**config.mk**
```make
export PLATFORM = sky130hd
export DESIGN_NAME = truth_table_sweeper
export DESIGN_NICKNAME = d
export VERILOG_FILES = /design/src/rtl/truth_table_sweeper.sv
export SDC_FILE = /design/constraint.sdc
export NUM_CORES = 1
export LEC_CHECK = 0
export BUFFER_PORTS_ARGS = -buffer_cell sky130_fd_sc_hd__buf_4
export CORE_UTILIZATION = 29
export CTS_BUF_LIST = sky130_fd_sc_hd__clkbuf_4
export CTS_CLUSTER_SIZE = 28
export DETAILED_ROUTE_END_ITERATION = 7
export HOLD_SLACK_MARGIN = 0.05
export PLACE_DENSITY_LB_ADDON = 0.1
export SLEW_MARGIN = 20
export SYNTH_ARGS = -nofsm -noshare
export SYNTH_HDL_FRONTEND = slang
export SYNTH_SLANG_ARGS = --single-unit
export TNS_END_PERCENT = 20
```
**constraint.sdc**
```tcl
create_clock -name clk_i -period 2.7 [get_ports clk_i]
set_input_delay 0.54 -clock clk_i [delete_from_list [all_inputs] [get_ports clk_i]]
set_output_delay 0.54 -clock clk_i [all_outputs]
set_load 0.03 [all_outputs]
```
**src/rtl/truth_table_sweeper.sv**
```systemverilog
// truth_table_sweeper
//   Drives a combinational function under test (FUT) with every input combination in
//   ascending binary order. Each combination is held for SETTLE cycles. The FUT output is
//   then sampled into a truth-table register, on the same edge that advances the index.
//
//   Optional feature macro: TT_CHECK_EN
//     When defined, the block compares the finished table against a golden table.
//
// Parameters
//   N_IN    number of FUT inputs (1..4); the table is 2**N_IN bits wide
//   SETTLE  cycles each combination is held before it is sampled (>= 1)
//
// Ports
//   clk_i         rising-edge clock
//   rst_ni        asynchronous active-low reset
//   start_i       sweep request; sampled only in idle
//   fut_s_i       FUT output
//   fut_in_o      FUT input vector (MSB = first operand)
//   table_out_o   table_out_o[i] = FUT output observed for fut_in_o == i
//   expected_i    golden table                        (TT_CHECK_EN only)
//   mismatch_o    final table differs from expected_i (TT_CHECK_EN only)
//   busy_o        sweep in progress
//   done_o        one-cycle pulse on sweep completion
module truth_table_sweeper #(
  parameter int unsigned N_IN   = 2,
  parameter int unsigned SETTLE = 1
) (
  input  logic                   clk_i,
  input  logic                   rst_ni,
  input  logic                   start_i,
  input  logic                   fut_s_i,
  output logic [N_IN-1:0]        fut_in_o,
  output logic [(1<<N_IN)-1:0]   table_out_o,
`ifdef TT_CHECK_EN
  input  logic [(1<<N_IN)-1:0]   expected_i,
  output logic                   mismatch_o,
`endif
  output logic                   busy_o,
  output logic                   done_o
);

  localparam int unsigned Width = 1 << N_IN;
  localparam int unsigned CntW  = (SETTLE > 1) ? $clog2(SETTLE) : 1;
  localparam logic [CntW-1:0] CntInit = CntW'(SETTLE - 1);

  typedef enum logic [0:0] {StIdle, StRun} state_e;

  state_e            state_q, state_d;
  logic [N_IN-1:0]   fut_in_q, fut_in_d;
  logic [Width-1:0]  table_q, table_d;
  logic [CntW-1:0]   cnt_q, cnt_d;
  logic              busy_q, busy_d;
  logic              done_q, done_d;
`ifdef TT_CHECK_EN
  logic              mismatch_q, mismatch_d;
`endif

  always_comb begin
    state_d  = state_q;
    fut_in_d = fut_in_q;
    table_d  = table_q;
    cnt_d    = cnt_q;
    busy_d   = busy_q;
    done_d   = 1'b0;  // done is a single-cycle pulse
`ifdef TT_CHECK_EN
    mismatch_d = mismatch_q;
`endif
    unique case (state_q)
      StIdle: begin
        if (start_i) begin
          state_d  = StRun;
          busy_d   = 1'b1;
          fut_in_d = '0;
          table_d  = '0;
          cnt_d    = CntInit;
`ifdef TT_CHECK_EN
          mismatch_d = 1'b0;
`endif
        end
      end
      StRun: begin
        if (cnt_q != '0) begin
          cnt_d = cnt_q - CntW'(1);
        end else begin
          table_d[fut_in_q] = fut_s_i;
          if (fut_in_q != '1) begin
            fut_in_d = fut_in_q + N_IN'(1);
            cnt_d    = CntInit;
          end else begin
            state_d  = StIdle;
            busy_d   = 1'b0;
            done_d   = 1'b1;
            fut_in_d = '0;
`ifdef TT_CHECK_EN
            // table_d already holds the bit sampled on this edge.
            mismatch_d = (table_d != expected_i);
`endif
          end
        end
      end
      default: state_d = StIdle;
    endcase
  end

  always_ff @(posedge clk_i or negedge rst_ni) begin
    if (!rst_ni) begin
      state_q  <= StIdle;
      fut_in_q <= '0;
      table_q  <= '0;
      cnt_q    <= '0;
      busy_q   <= 1'b0;
      done_q   <= 1'b0;
`ifdef TT_CHECK_EN
      mismatch_q <= 1'b0;
`endif
    end else begin
      state_q  <= state_d;
      fut_in_q <= fut_in_d;
      table_q  <= table_d;
      cnt_q    <= cnt_d;
      busy_q   <= busy_d;
      done_q   <= done_d;
`ifdef TT_CHECK_EN
      mismatch_q <= mismatch_d;
`endif
    end
  end

  assign fut_in_o    = fut_in_q;
  assign table_out_o = table_q;
  assign busy_o      = busy_q;
  assign done_o      = done_q;
`ifdef TT_CHECK_EN
  assign mismatch_o  = mismatch_q;
`endif

endmodule
```
==> run_results.csv <==
group,metric,value,unit
setup_path,critical_path.top_delay_family,"flip-flops",
setup_path,critPathLaunchType,"flop",
finish,n_fill_cell,138,
setup_path,cp.buffers_inverters,1,
detailed_routing,drt_iter0_markers,2,
yosys,synth-simple-area-share,7.12,%
status,status,"finished clean",
sta,slew_violations,0,
placement,routabilityCongestion,0.630,
yosys,synth_nets,43,
detailed_routing,first_pass_iters,4,
global_routing,grt_overflow_total,0,
yosys,synth_mux_area_share,13.2,%
sta,tns,0,ps
cts,clk_pin_slew,70,ps
yosys,ys_ff_latch,9,
power,clkPwrFrac,14.7,%
power,seq_power_share,33.9,%
sta,min_period_over_period,53.3,%
floorplanning,start_util,33.0,%
setup_path,crit_type,"reg -> out",
floorplanning,coreArea,1380,µm²
job,maxCapViolCount,0,
power,sw_frac_of_total,41.1,%
yosys,ys_warn_count,0,
global_routing,first_global_vias,339,
global_routing,antenna_found_initial,0,
yosys,yosysSeqAreaShare,49.3,%
yosys,synth_cell_types,12,
global_routing,grt_max_degree,11,
yosys,synth_area,457,µm²
floorplanning,die_area,1740,µm²
power,p_sw,324,µW
cts,postCtsSetupRepairBufs,0,
yosys,synth_xor_area_share,0,%
power,leakage,0.306,nW
power,p_int,464,µW
placement,dp_hpwl,659,µm
finish,fin_util,42.0,%
sta,min_period,1440,ps
cts,ctsHoldBuffers,0,
power,ir_drop,499,µV
detailed_routing,avgRoutedWirePerCell,13.5,µm
cts,worstSkewPairLatency,260,ps
placement,io_buffers,11,
sta,rsz0062_at_grt,"no",
cts,cts_root_buf,"clkbuf_4",
cts,htreeDepth,1,
setup_path,cpMaxStageDelayCell,"dfrtp_1",
sta,tightest_slew,361,ps
yosys,synth_top_family_by_area,"adder cells",
detailed_routing,drcViolationCount,0,
setup_path,critPathArrivalTime,900,ps
yosys,avgSynthCellArea,13.4,µm²
sta,hold_violations,0,
min_path,hold_path_class,"in -> async",
detailed_routing,ant_nets,0,
finish,final_nets,58,
yosys,synth_cells,34,
floorplanning,pin_count,12,
setup_path,end_kind,"primary output",
cts,cts_tree,"yes",
setup_path,cp_slowest_stage_delay,440,ps
floorplanning,die_width,41.7,µm
sta,max_slew_margin,76.0,%
cts,numClockSinks,9,
cts,ctsResizeCount,0,
detailed_routing,dr_total_vias,305,
finish,insertedDiodeCount,0,
yosys,synth_compound_area_share,12.6,%
sta,setup_violations,0,
setup_path,crit_chain,"buf_4",
cts,clk_path_buf_depth,2,
global_routing,track_usage,12.1,%
setup_path,crit_path_max_fanout,6,
finish,drive_gt1_share,41.7,%
global_routing,grt_pass1_wl,1.55,mm
cts,cts-buffers-inserted,3,
sta,skew,3.36,ps
power,power_density,1360,nW/µm²
power,p_comb_share,51.4,%
yosys,synth_adder_area_share,13.7,%
floorplanning,fp.dieH,41.7,µm
detailed_routing,totalWireLength,853,µm
floorplanning,rows,13,
setup_path,worstPathRequired,2160,ps
sta,fmaxAchievable,695,MHz
detailed_routing,vias_per_cell,4.84,
finish,areaGrowthSynthToFinish,27.1,%
[per-stage QoR]
stage | instance area [µm²] | setup slack [ps] | power [mW] | hold slack [ps] | instances
2_1_floorplan | 457 | 1220 | 0.552 | 244 | 34
3_3_place_gp | 551 | 1410 | 0.666 | 369 | 59
3_5_place_dp | 551 | 1350 | 0.681 | 371 | 59
4_1_cts | 581 | 1250 | 0.797 | 92.5 | 63
5_1_grt | 581 | 1210 | 0.849 | 82.0 | 63
6_report | 581 | 1260 | 0.788 | 93.1 | 63
[flip-flops by register name, summed over array words and instances (netlist names)]
signal       cells
busy_o           1
table_out_o      4
fut_in_o         2
state_q          1
done_o           1
[final timing paths]
check / slack, ps / endpoint / startpoint / cells past startpoint
hold reg to reg: 540 / table_out_o[1]$_DFFE_PN0P_ / table_out_o[1]$_DFFE_PN0P_ / 1
setup / recovery: 1260 / fut_in_o[0] / fut_in_o[0]$_DFFE_PN0P_ / 1
hold / removal: 90 / table_out_o[0]$_DFFE_PN0P_ / rst_ni / 1
setup reg to reg: 1340 / table_out_o[2]$_DFFE_PN0P_ / fut_in_o[0]$_DFFE_PN0P_ / 4
max in group asynchronous: 2470 / table_out_o[1]$_DFFE_PN0P_ / rst_ni / 1
min in group clk_i: 540 / table_out_o[1]$_DFFE_PN0P_ / table_out_o[1]$_DFFE_PN0P_ / 1
[area by class of cell]
type                    instances  area (µm²)  area share, %
well taps                      15        18.8           3.23
clock buffers                   4        30.0           5.17
multi-input cells              21         213           36.6
inverters                       3        11.3           1.94
repair buffers                 11        82.6           14.2
flip-flops and latches          9         225           38.8
[power groups by stage]
stage	Sequential [mW]	Clock [mW]	Combinational, mW
6_report	0.267	0.116	0.405
4_1_cts	0.270	0.117	0.410
2_1_floorplan	0.349	0	0.203
3_5_place_dp	0.272	0	0.409
5_1_grt	0.285	0.127	0.437
3_3_place_gp	0.264	0	0.402
[kinds of logic after synthesis]
kind of cell / count (synthesis)
AOI/OAI and AO/OA: 7
adders and majority gates: 5
muxes: 4
buffers and inverters: 4
and+or+nand+nor: 5
DFF: 9
[placed cells by master (no fill, tap or decap), types with 2 or more instances in the layout]
cell	synthesis	routed
dfrtp_1	9	9
mux2_4	4	4
buf_4	1	11
clkbuf_4	0	4
a22o_1	5	5
nor2_1	2	2
ha_1	5	5
inv_1	3	3
[cell usage after synthesis, drive strengths merged]
cell	n	area, µm²
dfrtp	9	225
a22o	5	43.8
ha	5	62.6
mux2	4	60.1
inv	3	11.3
nor2	3	18.8
a21o	1	7.51
and2	1	6.26
buf	1	7.51
nor3b	1	7.51
o22ai	1	6.26
[layer usage]
layer / routed length (µm) / vias up / track usage [%]
li1: - / 146 / -
met1: 400 / 148 / 15.8
met2: 403 / 11 / 18.1
met3: 48 / 0 / 4.78
met4: 0 / 0 / 3.87
met5: 0 / - / 0
(Power assumes the default switching activity.)
